## src/rtl/cpu_bus_arbiter.sv

```systemverilog
// Two-master (fetch / load-store) arbiter onto one split-transaction SRAM-like bus.
// An ID FIFO routes each in-order data-phase response back to the master that issued it.
module cpu_bus_arbiter #(
    parameter int DEPTH        = 4,
    parameter int STARVE_LIMIT = 8
) (
    input  logic                     clk,
    input  logic                     reset,
    input  logic                     inst_req,
    input  logic [31:0]              inst_addr,
    output logic                     inst_addr_ok,
    output logic                     inst_data_ok,
    output logic [31:0]              inst_rdata,
    input  logic                     data_req,
    input  logic                     data_wr,
    input  logic [3:0]               data_wstrb,
    input  logic [31:0]              data_addr,
    input  logic [31:0]              data_wdata,
    output logic                     data_addr_ok,
    output logic                     data_data_ok,
    output logic [31:0]              data_rdata,
    output logic                     bus_req,
    output logic                     bus_wr,
    output logic [3:0]               bus_wstrb,
    output logic [31:0]              bus_addr,
    output logic [31:0]              bus_wdata,
    input  logic                     bus_addr_ok,
    input  logic                     bus_data_ok,
    input  logic [31:0]              bus_rdata,
    output logic [$clog2(DEPTH):0]   outstanding,
    output logic                     err_orphan
);

    localparam int PW = $clog2(DEPTH);
    localparam int CW = PW + 1;
    localparam int SW = $clog2(STARVE_LIMIT + 1);

    localparam logic [0:0] ST_IDLE = 1'b0;
    localparam logic [0:0] ST_LOCK = 1'b1;
    localparam logic       ID_INST = 1'b0;
    localparam logic       ID_DATA = 1'b1;

    logic [0:0]       state_q, state_d;
    logic             lock_id_q, lock_id_d;
    logic [DEPTH-1:0] ids_q, ids_d;
    logic [PW-1:0]    wr_ptr_q, wr_ptr_d;
    logic [PW-1:0]    rd_ptr_q, rd_ptr_d;
    logic [CW-1:0]    cnt_q, cnt_d;
    logic [SW-1:0]    starve_q, starve_d;
    logic             err_q, err_d;

    logic gnt, gnt_req, full, empty, starved, push, pop, head;

    // Grant and bus mux: purely combinational so req -> bus_req has no latency.
    always_comb begin
        full    = (cnt_q == CW'(DEPTH));
        empty   = (cnt_q == '0);
        starved = (starve_q == SW'(STARVE_LIMIT)) && inst_req;
        if (state_q == ST_LOCK)          gnt = lock_id_q;
        else if (data_req && !starved)   gnt = ID_DATA;
        else                             gnt = ID_INST;
        gnt_req = (gnt == ID_DATA) ? data_req : inst_req;
        bus_req = gnt_req && !full;
        if (gnt == ID_DATA) begin
            bus_wr    = data_wr;
            bus_wstrb = data_wstrb;
            bus_addr  = data_addr;
            bus_wdata = data_wdata;
        end else begin
            bus_wr    = 1'b0;
            bus_wstrb = 4'b0000;
            bus_addr  = inst_addr;
            bus_wdata = 32'h0;
        end
        push         = bus_req && bus_addr_ok;
        inst_addr_ok = push && (gnt == ID_INST);
        data_addr_ok = push && (gnt == ID_DATA);
        pop          = bus_data_ok && !empty;
        head         = ids_q[rd_ptr_q];
        inst_data_ok = pop && (head == ID_INST);
        data_data_ok = pop && (head == ID_DATA);
        inst_rdata   = bus_rdata;
        data_rdata   = bus_rdata;
        outstanding  = cnt_q;
        err_orphan   = err_q;
    end

    always_comb begin
        state_d   = state_q;
        lock_id_d = lock_id_q;
        case (state_q)
            ST_IDLE: if (bus_req && !bus_addr_ok) begin
                state_d   = ST_LOCK;
                lock_id_d = gnt;
            end
            // A locked master dropping req is illegal but must not wedge the bus.
            ST_LOCK: if (bus_addr_ok || !gnt_req) state_d = ST_IDLE;
            default: state_d = ST_IDLE;
        endcase

        ids_d    = ids_q;
        wr_ptr_d = wr_ptr_q;
        rd_ptr_d = rd_ptr_q;
        if (push) begin
            ids_d[wr_ptr_q] = gnt;
            wr_ptr_d        = wr_ptr_q + PW'(1);
        end
        if (pop) rd_ptr_d = rd_ptr_q + PW'(1);

        case ({push, pop})
            2'b10:   cnt_d = cnt_q + CW'(1);
            2'b01:   cnt_d = cnt_q - CW'(1);
            default: cnt_d = cnt_q;
        endcase

        starve_d = starve_q;
        if (!inst_req || inst_addr_ok)
            starve_d = '0;
        else if (data_addr_ok && starve_q != SW'(STARVE_LIMIT))
            starve_d = starve_q + SW'(1);

        err_d = err_q | (bus_data_ok && empty);
    end

    always_ff @(posedge clk or posedge reset) begin
        if (reset) begin
            state_q   <= ST_IDLE;
            lock_id_q <= ID_INST;
            ids_q     <= '0;
            wr_ptr_q  <= '0;
            rd_ptr_q  <= '0;
            cnt_q     <= '0;
            starve_q  <= '0;
            err_q     <= 1'b0;
        end else begin
            state_q   <= state_d;
            lock_id_q <= lock_id_d;
            ids_q     <= ids_d;
            wr_ptr_q  <= wr_ptr_d;
            rd_ptr_q  <= rd_ptr_d;
            cnt_q     <= cnt_d;
            starve_q  <= starve_d;
            err_q     <= err_d;
        end
    end

endmodule

```

## config.mk

```make
export PLATFORM = sky130hd
export DESIGN_NAME = cpu_bus_arbiter
export DESIGN_NICKNAME = d
export VERILOG_FILES = /design/src/rtl/cpu_bus_arbiter.sv
export SDC_FILE = /design/constraint.sdc
export NUM_CORES = 1
export LEC_CHECK = 0
export ABC_AREA = 1
export BUFFER_PORTS_ARGS = -buffer_cell sky130_fd_sc_hd__buf_2
export CELL_PAD_IN_SITES_DETAIL_PLACEMENT = 1
export CELL_PAD_IN_SITES_GLOBAL_PLACEMENT = 1
export CORE_MARGIN = 1
export CORE_UTILIZATION = 19
export DETAILED_ROUTE_END_ITERATION = 10
export PLACE_DENSITY_LB_ADDON = 0.05
export RECOVER_POWER = 50
export SLEW_MARGIN = 20
export SYNTH_ARGS = -nofsm -noshare
export SYNTH_HDL_FRONTEND = slang
export SYNTH_SLANG_ARGS = --single-unit
```

## constraint.sdc

```tcl
create_clock -name clk -period 2.3 [get_ports clk]
set_input_delay 0 -clock clk [delete_from_list [all_inputs] [get_ports clk]]
set_output_delay 0 -clock clk [all_outputs]
set_load 0.05 [all_outputs]
```

Word level (Yosys, flattened, before mapping)
Cells that the tools add are included.

word-level totals
  register bits = 18
  bits of input ports = 139
  output and inout port bits = 142

cells by class
  $add $sub $neg = 5
  order comparisons = 3
  eq/ne operators = 5
  muxes and demuxes = 18
  bitwise gates (word level) = 4
  reduce and logical (&&, ||, !) cells = 25

operators by type and width
  operator                                              number
  2-to-1 mux 32 bit                                     2
  logical AND 1 bit                                     13
  2-to-1 mux 4 bit                                      3
  2-to-1 mux 1 bit                                      8
  logical NOT 1 bit                                     6
  < comparator 2 x 3 -> 1 bit (second input constant)   2
  case mux 3 bit (2 select lines)                       1
  adder 2 x 1 -> 2 bit (second input constant)          2
  adder 4 x 1 -> 4 bit (second input constant)          1
  bitwise mux 4 bit                                     1
  equality test 4 bit (second input constant)           1
  != test 4 bit (second input constant)                 1
  nonzero test 2 bit                                    2
  adder 3 x 1 -> 3 bit (second input constant)          1
  equality test 3 bit (second input constant)           1
  logical NOT 3 bit                                     1
  NOT 1 bit                                             3
  subtractor 3 x 1 -> 3 bit (second input constant)     1
  binary-select mux 1 bit (select 2 bit)                1
  demux 1 bit (select 2 bit)                            1
  equality test 2 x 1 -> 1 bit (second input constant)  1
  equality test 2 bit (second input constant)           1
  >= comparator 2 x 1 -> 1 bit (second input constant)  1
  logical OR 1 bit                                      2
  other kinds (3)                                       3

Depth between registers and ports, before layout
  depth in word-level cells = 13
  mapped depth = 11

Worst setup path after synthesis
Ideal clock, no wire load.

  kind = reg2reg
  from = register cnt_q[0], in the netlist outstanding[0]
  to = register cnt_q[2], in the netlist outstanding[2]
  library setup time = 0.131 ns
  arrival time = 2.059 ns
  data required time = 2.169 ns
  slack = 0.110 ns
  cell stages (with the launch flop) = 10
  period minus slack after synthesis = 2.190 ns
  cells stage by stage = dfrtp_1 inv_1 nand3_1 nand4_4 ha_1 inv_1 fa_1 a21oi_1 o21ai_0 xor2_1

on the way
  cells in the longest elaborated chain, start to end = 6
  elaborated cells between the ends (all ways) = 13

RTL lines
  item                                                                   RTL line  text
  start, declared                                                        48        logic [CW-1:0] cnt_q, cnt_d;
  start signal, assigned                                                 141       cnt_q <= cnt_d;
  equality test 3 bit                                                    56        full = (cnt_q == CW'(DEPTH));
  logical NOT 1 bit                                                      63        bus_req = gnt_req && !full;
  logical AND 1 bit                                                      63
  logical AND 1 bit                                                      75        push = bus_req && bus_addr_ok;
  equality test 2 x 1 -> 1 bit or equality test 2 bit (tied branches)    110       case ({push, pop})
  case mux 3 bit (2 select lines) or nonzero test 2 bit (tied branches)  -

Several ways; a longest one is shown, not always the timed one.
A chain may end at the register's enable or synchronous reset.

Worst setup path in the final report
  from = register starve_q[0]
  to = output bus_addr[12]

on the way
  cells in the longest elaborated chain, start to end = 7

RTL lines
  item                    RTL line  text
  start, declared         49        logic [SW-1:0] starve_q, starve_d;
  start signal, assigned  142       starve_q <= starve_d;
  equality test 4 bit     58        starved = (starve_q == SW'(STARVE_LIMIT)) && inst_req;
  logical AND 1 bit       58
  logical NOT 1 bit       60        else if (data_req && !starved) gnt = ID_DATA;
  logical AND 1 bit       60
  2-to-1 mux 1 bit        60
  2-to-1 mux 1 bit        59        if (state_q == ST_LOCK) gnt = lock_id_q;
  2-to-1 mux 32 bit       64        if (gnt == ID_DATA) begin
  end, declared           25        output logic [31:0] bus_addr,

No other way between the ends.

==> flow_summary.yaml <==
cells_and_area:
  instances_no_fill: 622
  fin_area_um2: 2968
  antenna_cells: 0
  final_cell_mix: "buf_2, nand2_1, inv_1"
  final_util_pct: 25.99
  syn_to_final_growth_pct: 32.96
  final_common_cell: "buf_2"
  final_nets: 627
  drive_gt1_share_pct: 41.96
  n_fill_cell: 1531
critical_path:
  r2r_slack_ns: 0.23
  worstPathRequired_ns: 2.30
  path_max_fanout: 28
  worstSetupEndpointType: "output port"
  critPathLaunch: "starve_q[0]"
  r2r-start: "outstanding[0]"
  path_class: "reg -> out"
  cp_data_arrival_time_ns: 2.08
  endpoint: "bus_addr[12]"
  reg2reg_depth: 9
  r2r_end: "outstanding[2]"
  cp-start-kind: "register"
floorplan:
  io_pins: 281
  start_util_pct: 19.55
  die_h_um: 110.4
  die_x_um: 110.4
  rows: 39
  die_area_um2: 12190
  core_area_um2: 11420
place:
  place.gp.congestion: 0.6741
  place_inst: 616
  port_buffers: 184
  hpwl_um: 7541
  post_dp_cell_area_um2: 2849
  place_ws_ns: 0.2239
power_and_ir_drop:
  power.density_nw_per_um2: 1286
  leakagePower_nw: 1.948
  total_power_mw: 3.815
  ir_worst_vdd_mv: 0.5975
timing:
  setup-tns-final_ns: 0
  layout_setup_ws_ns: 0.2169
  finClkSkew_ns: 0.003680
  whs_ns: 0.00002998
  worst_slew_pin_slew_ns: 0.7730
  finalHoldViolCount: 0
  rsz0062_at_grt: "no"
  fmax_mhz: 480.1
  setup_viol: 0
  finalCriticalPeriod_ns: 2.083
  slew_headroom_pct: 48.41
  slew_violations: 0
  fin_crit_sh_pct: 90.57
clocking:
  ctsResizeCount: 0
  cts.clk_slew.worst_paths_ns: 0.06
  cts.sinks: 18
  cts_buffers: 3
  cts_max_level: 1
  cts_buffer_depth: 2
  clk_latency_ns: 0.25
  cts_tree: "built"
  cts_root_buf: "clkbuf_16"
synthesis:
  syn_area_um2: 2232
  synthMuxAreaShare_pct: 0
  synth_compound_area_share_pct: 5.774
  synthXorXnorAreaFrac_pct: 2.354
  synth_top_family_by_area: "buffers and inverters"
  synth_top_area_cell: "buf_4"
  synth.top_cell.area_share_pct: 21.52
  synth-seq-area-share_pct: 20.18
  synth_top_cells_by_area: "buf_4, dfrtp_1, nand2_1"
  ys_types: 26
  synthCells: 360
  ys_warn_count: 0
  ys_ff_latch: 18
  avgSynthCellArea_um2: 6.200
  synthSimpleGateAreaFrac_pct: 33.18
  yosys.area_share.adder_pct: 4.821
  synth.net_count: 507
route:
  routed_wirelength_um: 9018
  num_vias: 2439
  drt_iter0_markers: 90
  vias_per_cell: 3.921
  post_drt_wl_per_cell_um: 14.50
  drt_pass1_iterations: 4
  route.detailed.drc: 0
  detail-route-antenna-nets: 0
global_routing:
  grt_use_total_pct: 12.94
  antenna_found_initial: 0
  gr-total-overflow: 0
  grt_max_degree: 57
  grt_pass1_wl_um: 11870
  grt_pass1_vias: 2162
hold_path:
  hold_depth: 0
  hold_path_class: "in -> out"
job:
  cap_violations: 0
outcome:
  status: "finished clean"
==> cells in the mapped netlist, drive strengths merged <==
cell type and n:
ha 7, a32oi 1, o21a 1, nand4 1, nand3 14, xnor2 1
buf 74, xor2 5, o21bai 1, inv 59, nor3 2, o21ai 3
o211ai 1, nor2 47, a21oi 11, o2111a 1, dfrtp 18, fa 1
nand2 112
==> power by group <==
part | internal [mW] | total [mW] | switching [mW] | leakage [nW]
clock | 0.265 | 0.396 | 0.131 | 0.0442
sequential | 0.442 | 0.542 | 0.0999 | 0.216
combinational | 0.694 | 2.88 | 2.18 | 1.69
total | 1.40 | 3.82 | 2.41 | 1.95
==> flip-flops by register name, indices dropped and copies added (netlist names) <==
| register | flops |
|---|---|
| ids_q | 4 |
| starve_q | 4 |
| outstanding | 3 |
| rd_ptr_q | 2 |
| wr_ptr_q | 2 |
| err_orphan | 1 |
| lock_id_q | 1 |
| state_q | 1 |
==> logic make-up (layout without fill, tap and decap cells) <==
family          after synthesis  in the layout
compound gates               19             19
xor+xnor                      6              6
fa+ha+maj                     8              8
buf+inv                     133            252
flops                        18             18
simple gates                176            176
==> worst max-delay path, cell delays in order (launching register included) <==
cell       delay (ns)
dfrtp_1          0.42
inv_1            0.09
ha_1             0.14
nand3_1          0.09
inv_1            0.12
nand2_2          0.08
a21oi_4          0.25
clkbuf_16        0.26
nand2_1          0.06
nand2_1          0.05
buf_2            0.26
==> worst min path at each step <==
stage	startpoint	endpoint	slack, ns
after floorplan	reset	err_orphan	-0.06
after global placement	bus_rdata[13]	data_rdata[13]	0.0005
after detailed placement	bus_rdata[13]	data_rdata[13]	0.0005
after CTS	bus_rdata[13]	data_rdata[13]	0.0005
after global routing	bus_rdata[31]	data_rdata[31]	0.0001
final	bus_rdata[6]	data_rdata[6]	0.00003
==> layout make-up <==
cell class              instances  area, um^2  area share (%)
multi-input cells             209        1030           34.70
repair buffers                189       998.5           33.64
flip-flops and latches         18       450.4           15.18
inverters                      59       221.5           7.462
well taps                     143       178.9           6.029
clock buffers                   4       88.84           2.993
==> timing repair <==
action	4_1_cts	5_1_grt
endpoints found under the hold margin	18	0
buffers inserted	0	0
setup endpoints to repair	0	1
hold buffers	1	0
==> layer usage <==
metal | global-route usage (%) | up-vias | wire length, um
met3 | 8.348 | 11 | 1434
met4 | 1.786 | 0 | 40
met1 | 14.25 | 1062 | 3271
met5 | 0 | - | 0
met2 | 21.34 | 131 | 4272
li1 | - | 1235 | -
(Power assumes the default switching activity.)
